### src/rtl/music_speech_pkg.sv
// Shared types and defaults for the music/speech SRAM arbiter.
// Contents:
//   state_t - access sequencer states (IDLE, ACCESS, DONE)
//   grant_t - which requester owns the current SRAM access
//   MS_ADDR_W, MS_DATA_W, MS_MBOX_ADDR - default geometry and mailbox byte
package music_speech_pkg;

    localparam int MS_ADDR_W    = 7;
    localparam int MS_DATA_W    = 8;
    localparam int MS_MBOX_ADDR = 'h7F;

    typedef enum logic [1:0] {
        IDLE,
        ACCESS,
        DONE
    } state_t;

    typedef enum logic {
        GNT_CPU,
        GNT_HOST
    } grant_t;

endpackage

### src/rtl/music_speech_rr_arb.sv
// Two-way grant selector for the music/speech SRAM port.
// Ports:
//   clk, rst_n - clock and asynchronous active-low reset
//   cpu_req    - CPU side is requesting
//   host_req   - host side is requesting
//   grant_en   - the sequencer is taking the grant this cycle
//   grant      - combinational winner for the current requests
//   any_req    - at least one side is requesting
// With RR = 1 a tie goes to the side that did not win last time; with
// RR = 0 the host always wins a tie.
module music_speech_rr_arb
    import music_speech_pkg::*;
#(
    parameter bit RR = 1'b1
) (
    input  logic   clk,
    input  logic   rst_n,
    input  logic   cpu_req,
    input  logic   host_req,
    input  logic   grant_en,
    output grant_t grant,
    output logic   any_req
);

    grant_t last_grant;

    assign any_req = cpu_req | host_req;

    always_comb begin
        grant = GNT_CPU;
        if (cpu_req && host_req) begin
            if (RR) begin
                grant = (last_grant == GNT_HOST) ? GNT_CPU : GNT_HOST;
            end else begin
                grant = GNT_HOST;
            end
        end else if (host_req) begin
            grant = GNT_HOST;
        end
    end

    // Resetting to HOST makes the CPU the winner of the very first tie.
    always_ff @(posedge clk or negedge rst_n) begin
        if (!rst_n) begin
            last_grant <= GNT_HOST;
        end else if (grant_en) begin
            last_grant <= grant;
        end
    end

endmodule

### src/rtl/music_speech_ram_arbiter.sv
// Sequences the 128x8 music/speech SRAM and shares its single port between
// the on-card 6809 and the host CoCo bus. Each access runs IDLE -> ACCESS ->
// DONE -> IDLE and ends with a one-cycle ACK to the granted side.
// Ports:
//   CLKIN, RESET_N          - clock, asynchronous active-low reset
//   CPU_REQ/RW_N/ADDR/WDATA - CPU request (held until CPU_ACK)
//   CPU_RDATA, CPU_ACK      - read data (valid with ACK), completion pulse
//   CPU_HOLD                - stalls cpu09 while its request is outstanding
//   CPU_IRQ_N               - mailbox interrupt, active low
//   HOST_*                  - same handshake for the host bus
//   RAM_ADDR/R_N/ENA/DATA_I - SRAM address, read strobe, write enable, data
//   RAM_DATA_O              - SRAM read data, one cycle after the address
module music_speech_ram_arbiter
    import music_speech_pkg::*;
#(
    parameter int                ADDR_W    = MS_ADDR_W,
    parameter int                DATA_W    = MS_DATA_W,
    parameter bit                RR        = 1'b1,
    parameter logic [ADDR_W-1:0] MBOX_ADDR = ADDR_W'(MS_MBOX_ADDR)
) (
    input  logic              CLKIN,
    input  logic              RESET_N,
    input  logic              CPU_REQ,
    input  logic              CPU_RW_N,
    input  logic [ADDR_W-1:0] CPU_ADDR,
    input  logic [DATA_W-1:0] CPU_WDATA,
    output logic [DATA_W-1:0] CPU_RDATA,
    output logic              CPU_ACK,
    output logic              CPU_HOLD,
    output logic              CPU_IRQ_N,
    input  logic              HOST_REQ,
    input  logic              HOST_RW_N,
    input  logic [ADDR_W-1:0] HOST_ADDR,
    input  logic [DATA_W-1:0] HOST_WDATA,
    output logic [DATA_W-1:0] HOST_RDATA,
    output logic              HOST_ACK,
    output logic [ADDR_W-1:0] RAM_ADDR,
    output logic              RAM_R_N,
    output logic              RAM_ENA,
    output logic [DATA_W-1:0] RAM_DATA_I,
    input  logic [DATA_W-1:0] RAM_DATA_O
);

    state_t            state, state_nxt;
    grant_t            gnt_q, arb_gnt;
    logic              arb_any;
    logic              grant_take;
    logic              mbox_flag, mbox_nxt;
    logic [ADDR_W-1:0] sel_addr;
    logic              sel_rw_n;
    logic [DATA_W-1:0] sel_wdata;

    music_speech_rr_arb #(
        .RR(RR)
    ) u_arb (
        .clk     (CLKIN),
        .rst_n   (RESET_N),
        .cpu_req (CPU_REQ),
        .host_req(HOST_REQ),
        .grant_en(grant_take),
        .grant   (arb_gnt),
        .any_req (arb_any)
    );

    // Only the winner's fields are ever looked at, so garbage on the idle
    // side never reaches the SRAM.
    assign sel_addr  = (arb_gnt == GNT_HOST) ? HOST_ADDR  : CPU_ADDR;
    assign sel_rw_n  = (arb_gnt == GNT_HOST) ? HOST_RW_N  : CPU_RW_N;
    assign sel_wdata = (arb_gnt == GNT_HOST) ? HOST_WDATA : CPU_WDATA;

    assign CPU_HOLD = CPU_REQ & ~CPU_ACK;

    always_ff @(posedge CLKIN or negedge RESET_N) begin
        if (!RESET_N) begin
            state <= IDLE;
        end else begin
            state <= state_nxt;
        end
    end

    // The ACK cycle is already IDLE, so a requester that keeps REQ high
    // through its ACK gets a second access at the end of that cycle.
    always_comb begin
        state_nxt  = state;
        grant_take = 1'b0;
        unique case (state)
            IDLE: begin
                if (arb_any) begin
                    state_nxt  = ACCESS;
                    grant_take = 1'b1;
                end
            end
            ACCESS:  state_nxt = DONE;
            DONE:    state_nxt = IDLE;
            default: state_nxt = IDLE;
        endcase
    end

    // RAM_R_N and RAM_ADDR still describe the granted access during DONE,
    // so they double as the remembered rw/addr for the mailbox decode.
    always_comb begin
        mbox_nxt = mbox_flag;
        if (state == DONE && RAM_ADDR == MBOX_ADDR) begin
            if (gnt_q == GNT_HOST && !RAM_R_N) begin
                mbox_nxt = 1'b1;
            end else if (gnt_q == GNT_CPU && RAM_R_N) begin
                mbox_nxt = 1'b0;
            end
        end
    end

    // Datapath: latch the winner at grant, drop the write enable after the
    // single ACCESS cycle, and return data plus ACK out of DONE.
    always_ff @(posedge CLKIN or negedge RESET_N) begin
        if (!RESET_N) begin
            gnt_q      <= GNT_CPU;
            RAM_ADDR   <= '0;
            RAM_R_N    <= 1'b1;
            RAM_ENA    <= 1'b0;
            RAM_DATA_I <= '0;
            CPU_ACK    <= 1'b0;
            HOST_ACK   <= 1'b0;
            CPU_RDATA  <= '0;
            HOST_RDATA <= '0;
            mbox_flag  <= 1'b0;
            CPU_IRQ_N  <= 1'b1;
        end else begin
            CPU_ACK   <= 1'b0;
            HOST_ACK  <= 1'b0;
            mbox_flag <= mbox_nxt;
            CPU_IRQ_N <= ~mbox_nxt;
            case (state)
                IDLE: begin
                    if (grant_take) begin
                        gnt_q    <= arb_gnt;
                        RAM_ADDR <= sel_addr;
                        RAM_R_N  <= sel_rw_n;
                        RAM_ENA  <= ~sel_rw_n;
                        if (!sel_rw_n) begin
                            RAM_DATA_I <= sel_wdata;
                        end
                    end
                end
                ACCESS: begin
                    RAM_ENA <= 1'b0;
                end
                DONE: begin
                    if (gnt_q == GNT_CPU) begin
                        CPU_ACK <= 1'b1;
                        if (RAM_R_N) begin
                            CPU_RDATA <= RAM_DATA_O;
                        end
                    end else begin
                        HOST_ACK <= 1'b1;
                        if (RAM_R_N) begin
                            HOST_RDATA <= RAM_DATA_O;
                        end
                    end
                end
                default: begin
                    RAM_ENA <= 1'b0;
                end
            endcase
        end
    end

endmodule

### config.mk
export PLATFORM = sky130hd
export DESIGN_NAME = music_speech_ram_arbiter
export DESIGN_NICKNAME = d
export VERILOG_FILES = /design/src/rtl/music_speech_pkg.sv /design/src/rtl/music_speech_rr_arb.sv /design/src/rtl/music_speech_ram_arbiter.sv
export SDC_FILE = /design/constraint.sdc
export NUM_CORES = 1
export LEC_CHECK = 0
export BUFFER_PORTS_ARGS = -buffer_cell sky130_fd_sc_hd__buf_2
export CAP_MARGIN = 20
export CELL_PAD_IN_SITES_DETAIL_PLACEMENT = 0
export CELL_PAD_IN_SITES_GLOBAL_PLACEMENT = 1
export CORE_MARGIN = 10
export CORE_UTILIZATION = 34
export DETAILED_ROUTE_END_ITERATION = 8
export GPL_TIMING_DRIVEN = 0
export PLACE_DENSITY = 0.8
export SYNTH_ARGS = -nofsm -noshare
export SYNTH_HDL_FRONTEND = slang
export SYNTH_SLANG_ARGS = --single-unit
### constraint.sdc
create_clock -name CLKIN -period 2 [get_ports CLKIN]
set_input_delay 0.1 -clock CLKIN [delete_from_list [all_inputs] [get_ports CLKIN]]
set_output_delay 0.1 -clock CLKIN [all_outputs]
set_load 0.005 [all_outputs]
## Yosys cells after proc, flatten, opt, wreduce, memory -nomap -nowiden

Cells that the tools add are included.

| cells by class | value |
|---|---|
| multiply operators | 0 |
| shifts and indexed selects | 0 |
| equal/unequal tests | 5 |
| $lt $le $gt $ge | 0 |
| reduce and logical (&&, ||, !) cells | 11 |
| $add $sub $neg | 0 |
| bitwise operators | 7 |
| divide/modulo/power cells | 0 |
| multiplexer cells | 19 |

Operators by type and width:

| kind | number |
|---|---|
| two-way mux 1 bit | 14 |
| AND reduction 3 bit | 3 |
| two-way mux 8 bit | 1 |
| == test 7 bit, second input constant | 1 |
| two-way mux 7 bit | 1 |
| inverter 1 bit | 5 |
| logical AND 1 bit | 4 |
| != test 2 bit, second input constant | 2 |
| case mux 2 bit (2 select lines) | 1 |
| AND reduction 2 bit | 2 |
| == test 2 x 1 -> 1 bit, second input constant | 1 |
| == test 2 bit, second input constant | 1 |
| zero test 2 bit | 1 |
| two-way mux 2 bit | 1 |
| case mux 1 bit (2 select lines) | 1 |
| bitwise AND 1 bit | 1 |
| zero test 1 bit | 1 |
| OR 1 bit | 1 |

| word-level totals | value |
|---|---|
| latch bits | 0 |
| bits in read-only memories | 0 |
| memories kept | 0 |
| flip-flop bits (word level) | 41 |
| input bits | 44 |
| memory bits (writable) | 0 |

## Depth between registers and ports, before layout

Gate-level depths: netlist of run 1.

| logic depth | value |
|---|---|
| depth after elaboration | 6 |
| mapped depth | 5 |
| depth with buffers taken out | 4 |

## By module

Synthesis of run 1 repeated with hierarchy kept, for this count alone.

| unflattened totals | value |
|---|---|
| cells, all modules | 138 |
| area, all modules | 1770.4 um^2 |

Modules (own cells, without submodules):

| module | cells each | area an instance (um^2) | instances |
|---|---|---|---|
| music_speech_ram_arbiter | 134 | 1711.6 | 1 |
| music_speech_rr_arb | 4 | 58.8 | 1 |

## Worst setup path before layout of run 1

OpenSTA, ideal clock, no wires.

| timing path | value |
|---|---|
| path kind | flip-flop to flip-flop |
| start point | reg u_arb.last_grant |
| end point | reg RAM_DATA_I[0] |
| path slack | 437 ps |
| stages on the path, launching flop included | 5 |
| arrival | 1484 ps |
| clock period less this slack | 1563 ps |
| cells stage by stage | dfstp_2 a21boi_2 a211oi_4 a21boi_4 a2bb2oi_1 |

| between the ends | value |
|---|---|
| word-level cells in the longest chain between the ends | 5 |

RTL lines:

| what | RTL line | text |
|---|---|---|
| start, declared | music_speech_rr_arb.sv:25 | `grant_t last_grant;` |
| start signal, assigned | music_speech_rr_arb.sv:47 | `last_grant <= grant;` |
| two-way mux 1 bit * | music_speech_rr_arb.sv:33 | `grant = (last_grant == GNT_HOST) ? GNT_CPU : GNT_HOST;` |
| two-way mux 1 bit * | music_speech_rr_arb.sv:31 | `if (cpu_req && host_req) begin` |
| two-way mux 1 bit | music_speech_ram_arbiter.sv:68 | `assign sel_rw_n = (arb_gnt == GNT_HOST) ? HOST_RW_N : CPU_RW_N;` |
| inverter 1 bit (no line) | -- |  |
| AND reduction 3 bit (no line) | -- |  |
| end signal, assigned | music_speech_ram_arbiter.sv:140 | `RAM_DATA_I <= sel_wdata;` |
| end, declared | music_speech_ram_arbiter.sv:40 | `output logic [DATA_W-1:0] RAM_DATA_I,` |

Every way passes the cells marked *; elsewhere a longest branch is shown, timed or not.
A chain may end at the register's enable or synchronous reset.

## Worst setup path in the final report of run 1

| timing path | value |
|---|---|
| start point | reg u_arb.last_grant |
| end point | reg RAM_DATA_I[7] |

The elaborated chain is that of the path after synthesis.

==> flow_summary_export.csv, run 1 <==
group,metric,value,unit
timing,timing.slew.headroom,39.6,%
layout,final_cell_mix,"81 x buf_2, 38 x dfrtp_1, 20 x nand2_1",
placed_design,placedCellCount,292,
timing,report.final.slew_viol_count,0,
cts,path_clk_slew,80,ps
layout,synthToLayoutAreaGrowth,34.0,%
critical_path,end_kind,"flip-flop",
synth,netlist_area,1710,µm²
drt,drc_errors,0,
timing,whs,11.8,ps
hold_path,hp-class,"in -> reg",
drt,totalWireLength,4.57,mm
timing,fmax,540,MHz
drt,vias_per_cell,4.73,
placed_design,placed_cell_area,2200,µm²
drt,vias,1423,
layout,n_fill_cell,466,
cts,clock_path_buffers,2,
die,die_y,91.0,µm
die,dieArea,8270,µm²
drt,ant_nets,0,
layout,drive_above_1_share,47.9,%
global_route,use_met2,14.4,%
critical_path,worstPathRequired,2220,ps
critical_path,worstPathBufferInverterCount,0,
cts,cts_tree,"yes",
timing,skew,9.79,ps
layout,fin_cells,301,
synth,synthCells,145,
outcome,status,"finished clean",
power_and_ir_drop,leakage,1.08,nW
layout,multi_input_area,662,µm²
global_route,antenna_found_initial,0,
cts,cts_sinks,41,
critical_path,critPathKind,"reg -> reg",
synth,syn_avg_cell_area,11.8,µm²
timing,finalCriticalPeriod,1850,ps
layout,final_common_cell,"buf_2",
job,max-cap-violations,0,
timing,rsz0062_at_grt,"no",
placed_design,place_congestion,0.690,
critical_path,max_stage_delay,570,ps
global_route,grt.total_usage,11.1,%
die,initial_core_util,35.8,%
synth,syn_nets,189,
drt,firstDrtPassIters,4,
synth,yosysUniqueCellTypes,27,
critical_path,critPathSlowestCell,"dfstp_2",
drt,wl_per_cell,15.2,µm
timing,worst_pin_slew,906,ps
die,coreArea,4790,µm²
critical_path,worstSetupStartpointType,"flip-flop",
cts,cts_resized,0,
die,die-width,91.0,µm
global_route,grt.met1_usage,14.9,%
die,placementRows,25,
layout,seq_area,1030,µm²
cts,h-tree-depth,2,
global_route,gr-total-overflow,0,
synth,yosysWarnings,0,
global_route,grtUsageMet3,7.00,%
timing,period_share,92.5,%
global_route,grt_pass1_wl,7.71,mm
timing,fin_setup_tns,0,ps
power_and_ir_drop,power_density,1410,nW/µm²
critical_path,critical_path.cell_chain,"a21boi_2 > a211oi_4 > a21boi_4 > a2bb2oi_1",
layout,layout.nets,277,
timing,finalHoldViolCount,0,
synth,synth_seq_area_share,60.2,%
layout,fin_util,47.9,%
global_route,grt_pass1_vias,1580,
power_and_ir_drop,peakVddDrop,560,µV
timing,finalSetupViolCount,0,
layout,design_area,2290,µm²
cts,cts_buffers,5,
die,io_pins,81,
critical_path,cpLargestDelayFamily,"compound AO/OA/AOI/OAI gates",
placed_design,io_buffers,80,
global_route,busiest_layer,"met1",
global_route,grt_max_degree,42,
drt,drt-initial-drc-count,43,
cts,clock_latency,290,ps
critical_path,critPathMaxFanout,10,
layout,antennaDiodeCount,0,
cts,cts-root-buf,"clkbuf_8",
critical_path,critPathArrivalTime,2070,ps
synth,yosys_register_bits,41,
placed_design,hpwl,3.54,mm
==> synth_stat cells <==
cell	instances	area share, %
buf_2	1	0.29
o21bai_1	1	0.44
nand2b_1	1	0.37
dfrtp_1	38	56
a21boi_2	1	0.66
and2_1	1	0.37
nor3_2	1	0.58
a2bb2oi_1	8	4.1
dfstp_2	3	4.6
a21boi_4	1	1.1
o21ai_0	10	2.9
mux2_2	16	11
a31o_2	1	0.51
nand2_1	20	4.4
a21oi_1	1	0.29
and3_1	1	0.37
a211oi_4	1	1.2
inv_1	2	0.44
a31oi_1	9	3.3
or3_1	8	2.9
nor3_1	1	0.29
nor2b_1	1	0.37
nand4_1	1	0.37
o31a_1	1	0.51
nor2_1	13	2.9
nand3_1	1	0.29
clkbuf_1	2	0.44
==> per-layer routing <==
metal / vias up / share of wire, %
met2: 77 / 37
met3: 5 / 13
met4: 0 / 1.1
li1: 690 / -
met1: 651 / 49
met5: - / 0
==> metrics by stage <==
| stage | worst slack (ps) | total power [mW] |
|---|---|---|
| detailed placement | 132 | 2.76 |
| floorplan | 437 | 2.15 |
| finish | 150 | 3.24 |
| global route | 19.8 | 3.53 |
| CTS | 128 | 3.31 |
| global placement | 200 | 2.73 |
==> sequential cells by signal, indices dropped and copies added, names as in the netlist, named ones only <==
name	cells
HOST_ACK	1
RAM_DATA_I	8
RAM_ENA	1
CPU_RDATA	8
CPU_ACK	1
HOST_RDATA	8
CPU_IRQ_N	1
RAM_R_N	1
RAM_ADDR	7
state	2
gnt_q	1
u_arb.last_grant	1
==> layout make-up <==
class	count	area share, %
flip-flops and latches	41	44.9
multi-input cells	99	28.9
repair buffers	81	17.9
well taps	67	3.66
clock buffers	6	3.16
clock inverters	2	0.655
plain buffers	3	0.546
inverters	2	0.327
==> repair_timing <==
item	CTS	global route
endpoints found under the hold margin	38	0
hold buffers	1	0
setup buffers	0	0
endpoints found under the setup margin	0	0
==> path summary, 6_finish.rpt <==
| kind | from | end | slack (ps) | cells past startpoint |
|---|---|---|---|---|
| max reg2reg | u_arb.last_grant | RAM_DATA_I[7] | 150 | 4 |
| min reg2reg | state[1] | state[1] | 490 | 1 |
| max in group asynchronous | RESET_N | RAM_DATA_I[5] | 960 | 2 |
| max | u_arb.last_grant | RAM_DATA_I[7] | 150 | 4 |
| min in group asynchronous | RESET_N | HOST_RDATA[7] | 480 | 2 |
| min | CPU_REQ | u_arb.last_grant | 10 | 2 |
==> cells by family after synthesis <==
family	share of synthesized area (%)
DFF	60.2
muxes	10.5
AOI/OAI and AO/OA	15.0
and+or+nand+nor	13.2
buffers and inverters	1.17
==> power by group <==
| part | leakage, nW | internal [mW] | switching (mW) |
|---|---|---|---|
| registers | 0.471 | 1.23 | 0.241 |
| clock network | 0.0374 | 0.246 | 0.289 |
| logic | 0.575 | 0.648 | 0.591 |
| total | 1.08 | 2.12 | 1.12 |
(Power assumes the default switching activity.)
==> run 2, diff against run 1 <==
Settings changed: RECOVER_POWER set to 50.
Clock period 2 ns to 2.1 ns, I/O delays scaled along.
==> flow_summary_export.csv, run 2 (same netlist as run 1, synthesis figures left out) <==
group,metric,value,unit
layout,final_common_cell,"buf_2",
drt,wl_per_cell,15.2,µm
drt,vias_per_cell,4.71,
cts,path_clk_slew,80,ps
cts,cts_resized,0,
timing,fmax,543,MHz
layout,antennaDiodeCount,0,
cts,cts_tree,"yes",
drt,drt-initial-drc-count,45,
timing,worst_pin_slew,1000,ps
cts,clock_latency,290,ps
global_route,grt_pass1_wl,7.71,mm
layout,drive_above_1_share,32.9,%
placed_design,placed_cell_area,2200,µm²
drt,totalWireLength,4.59,mm
global_route,grt_max_degree,42,
power_and_ir_drop,leakage,0.988,nW
timing,fin_setup_tns,0,ps
die,initial_core_util,35.8,%
layout,multi_input_area,662,µm²
layout,synthToLayoutAreaGrowth,31.5,%
timing,period_share,87.7,%
timing,finalCriticalPeriod,1840,ps
cts,clock_path_buffers,2,
power_and_ir_drop,peakVddDrop,524,µV
timing,finalHoldViolCount,0,
drt,firstDrtPassIters,4,
outcome,status,"finished clean",
global_route,grt.total_usage,11.1,%
timing,report.final.slew_viol_count,0,
die,coreArea,4790,µm²
power_and_ir_drop,power_density,1340,nW/µm²
cts,cts-root-buf,"clkbuf_8",
cts,h-tree-depth,2,
die,placementRows,25,
drt,ant_nets,0,
layout,layout.nets,277,
cts,cts_buffers,5,
critical_path,critPathArrivalTime,2060,ps
placed_design,place_congestion,0.690,
layout,final_cell_mix,"46 x buf_2, 38 x dfrtp_1, 37 x clkbuf_1",
layout,seq_area,1030,µm²
die,die_y,91.0,µm
cts,cts_sinks,41,
timing,rsz0062_at_grt,"no",
die,die-width,91.0,µm
layout,design_area,2250,µm²
critical_path,worstSetupStartpointType,"flip-flop",
global_route,antenna_found_initial,0,
die,dieArea,8270,µm²
critical_path,worstPathRequired,2320,ps
critical_path,critPathKind,"reg -> reg",
critical_path,critPathMaxFanout,10,
critical_path,end_kind,"flip-flop",
global_route,grt_pass1_vias,1580,
layout,n_fill_cell,489,
timing,finalSetupViolCount,0,
cts,post_cts_buffers,0,
timing,skew,9.53,ps
job,max-cap-violations,0,
placed_design,io_buffers,80,
die,io_pins,81,
drt,vias,1419,
layout,reg_top3,"CPU_RDATA x8, HOST_RDATA x8, RAM_DATA_I x8",
global_route,gr-total-overflow,0,
hold_path,hp-class,"in -> reg",
timing,timing.slew.headroom,33.2,%
placed_design,hpwl,3.54,mm
drt,drc_errors,0,
==> run 2: worst paths after layout <==
check | slack (ps) | cells past startpoint | endpoint | from
max | 260 | 4 | RAM_DATA_I[7] | u_arb.last_grant
min | 20 | 2 | u_arb.last_grant | CPU_REQ
max reg2reg | 260 | 4 | RAM_DATA_I[7] | u_arb.last_grant
min reg2reg | 490 | 1 | state[1] | state[1]
max in group asynchronous | 970 | 2 | RAM_DATA_I[4] | RESET_N
min in group asynchronous | 520 | 2 | HOST_RDATA[7] | RESET_N
==> run 2: where the power goes <==
part / leakage (nW) / internal (mW) / total, mW / switching (mW)
Clock: 0.0374 / 0.234 / 0.510 / 0.276
Sequential: 0.471 / 1.17 / 1.41 / 0.239
Combinational: 0.480 / 0.540 / 1.10 / 0.563
==> run 2: timing repair <==
item | 4_1_cts | 5_1_grt
endpoints found under the hold margin | 38 | 0
hold buffers | 1 | 0
setup endpoints to repair | 0 | 0
==> run 2: stage by stage <==
| step | setup WS [ps] | cells | hold WS (ps) | total power, mW | utilization (%) |
|---|---|---|---|---|---|
| 2_1_floorplan | 537 | 145 | -191 | 2.04 | - |
| 3_3_place_gp | 300 | 292 | 284 | 2.60 | 45.9 |
| 3_5_place_dp | 232 | 292 | 285 | 2.63 | 45.9 |
| 4_1_cts | 228 | 301 | 5.76 | 3.15 | 47.9 |
| 5_1_grt | 120 | 301 | 19.6 | 3.28 | 47.0 |
| 6_report | 259 | 301 | 15.1 | 3.02 | 47.0 |
==> run 2: worst max-delay path: stages, from the launching register on <==
cell and delay, ps:
dfstp_2 570, a21boi_2 120, a211oi_4 470, a21boi_4 410, a2bb2oi_1 190
==> run 2: final cells by class <==
cell class | count | share of cell area, %
plain buffers | 3 | 0.556
clock buffers | 6 | 3.22
clock inverters | 2 | 0.667
inverters | 2 | 0.334
multi-input cells | 99 | 29.4
flip-flops and latches | 41 | 45.7
well taps | 67 | 3.72
repair buffers | 81 | 16.3
==> run 2: layer usage <==
metal	track usage, %	part of all wire [%]
met5	0	0
met4	2.74	1.1
met2	14.4	37
met3	7.00	13
met1	14.9	49
==> run 3, diff against run 2 <==
Settings changed: GPL_TIMING_DRIVEN 0 to unset.
==> flow_summary_export.csv, run 3 (same netlist as run 1, synthesis figures left out) <==
group,metric,value,unit
placed_design,place_congestion,0.734,
critical_path,cp-endpoint,"RAM_ADDR[3]",
critical_path,critical_path.cell_chain,"o21bai_1 > nor2_1 > clkbuf_1 > nor2_1 > a31oi_1",
outcome,status,"finished clean",
cts,cts_sinks,41,
global_route,antenna_found_initial,0,
timing,finalHoldViolCount,0,
die,initial_core_util,35.8,%
global_route,grt_pass1_vias,1553,
critical_path,rrSetupSlack,480,ps
cts,cts-root-buf,"clkbuf_8",
critical_path,cp.depth,5,
timing,worst_pin_slew,965,ps
power_and_ir_drop,power_density,1350,nW/µm²
timing,timing.slew.headroom,35.7,%
cts,cts_tree,"yes",
global_route,grt_max_degree,42,
die,die-width,91.0,µm
critical_path,cpMostUsedCell,"nor2_1",
layout,antennaDiodeCount,0,
die,die_y,91.0,µm
critical_path,worstSetupStartpointType,"flip-flop",
placed_design,placed_cell_area,2210,µm²
drt,ant_nets,0,
global_route,grt_pass1_wl,7.72,mm
critical_path,worstPathBufferInverterCount,1,
layout,final_common_cell,"buf_2",
cts,clock_latency,280,ps
cts,cts_resized,0,
drt,vias,1409,
drt,totalWireLength,4.53,mm
critical_path,critPathKind,"reg -> reg",
timing,finalSetupViolCount,0,
job,max-cap-violations,0,
global_route,grt.total_usage,11.2,%
critical_path,critPathMaxFanout,16,
layout,synthToLayoutAreaGrowth,33.3,%
critical_path,cpLargestDelayFamily,"buffers and inverters",
global_route,gr-total-overflow,0,
die,io_pins,81,
critical_path,reg2reg_from,"state[1]",
critical_path,reg2regPathDepth,5,
cts,path_clk_slew,70,ps
timing,finalCriticalPeriod,1620,ps
drt,vias_per_cell,4.67,
hold_path,hp-class,"in -> reg",
power_and_ir_drop,peakVddDrop,476,µV
critical_path,end_kind,"flip-flop",
power_and_ir_drop,leakage,1.02,nW
placed_design,io_buffers,80,
power_and_ir_drop,finalPower,3.09,mW
critical_path,max_stage_delay,490,ps
cts,h-tree-depth,2,
drt,drc_errors,0,
critical_path,critPathArrivalTime,1830,ps
layout,reg_top3,"CPU_RDATA x8, HOST_RDATA x8, RAM_DATA_I x8",
timing,period_share,76.9,%
layout,design_area,2280,µm²
timing,report.final.slew_viol_count,0,
cts,cts_buffers,5,
die,coreArea,4790,µm²
layout,seq_area,1030,µm²
critical_path,startpoint,"state[1]",
timing,fin_setup_tns,0,ps
layout,drive_above_1_share,34.9,%
timing,fmax,619,MHz
timing,rsz0062_at_grt,"no",
critical_path,worstPathRequired,2310,ps
layout,n_fill_cell,498,
die,dieArea,8270,µm²
timing,skew,1.83,ps
layout,final_cell_mix,"47 x buf_2, 38 x dfrtp_1, 33 x clkbuf_1",
critical_path,timing.rr.end,"RAM_ADDR[3]",
layout,multi_input_area,662,µm²
drt,wl_per_cell,15.0,µm
drt,firstDrtPassIters,4,
drt,drt-initial-drc-count,34,
critical_path,critPathSlowestCell,"clkbuf_1",
cts,clock_path_buffers,2,
placed_design,hpwl,3.59,mm
layout,layout.nets,278,
die,placementRows,25,
-- run 3: cell count changes in the layout (fill, tap and decap cells not counted) --
cell	delta
buf_2	+1
clkinvlp_4	-2
clkbuf_8	+2
clkinv_2	+1
clkbuf_1	-4
buf_4	+3
-- run 3: worst min-delay path by stage --
| stage | slack [ps] | depth (start not counted) | start | end |
|---|---|---|---|---|
| floorplan | -190 | 0 | RESET_N | CPU_ACK |
| global placement | 270 | 1 | RESET_N | CPU_RDATA[1] |
| detailed placement | 280 | 1 | RESET_N | HOST_RDATA[1] |
| CTS | 30 | 2 | CPU_REQ | u_arb.last_grant |
| global route | 50 | 3 | HOST_ADDR[6] | RAM_ADDR[6] |
| finish | 40 | 2 | CPU_REQ | u_arb.last_grant |
-- run 3: final cells by class --
cell class,count,share of cell area (%)
clock inverters,1,0.219
multi-input cells,99,29.0
clock buffers,7,4.22
inverters,2,0.329
well taps,67,3.68
repair buffers,85,17.4
flip-flops and latches,41,45.1
-- run 3: where the power goes --
| part | total (mW) | internal [mW] | leakage, nW | switching [mW] |
|---|---|---|---|---|
| Combinational | 1.12 | 0.559 | 0.495 | 0.562 |
| Clock | 0.547 | 0.297 | 0.0542 | 0.250 |
| Sequential | 1.42 | 1.17 | 0.471 | 0.249 |
-- run 3: per-layer routing --
layer  GRT usage [%]  part of all wire [%]  routed length, µm  up-vias
li1                -                     -                  -      697
met5               0                     0                  0        -
met3            7.57                    14                618        7
met1            14.7                    48               2170      632
met4            3.13                   1.1                 49        0
met2            14.5                    37               1700       73
-- run 3: what timing repair did --
item,in CTS,in global routing
endpoints found under the hold margin,38,0
hold buffers,1,0
buffers inserted,0,0
-- run 3: per-stage QoR --
step	hold slack, ps	util [%]	setup slack, ps	std cells
floorplan	-191	-	537	145
global placement	274	46.2	558	293
detailed placement	283	46.2	537	293
CTS	33.3	48.6	526	302
global route	52.1	47.7	240	302
finish	41.3	47.7	484	302
-- run 3: worst register-to-register path: stages, from the launching register on --
cell and delay (ps):
dfrtp_1 420, o21bai_1 260, nor2_1 130, clkbuf_1 490, nor2_1 90, a31oi_1 150
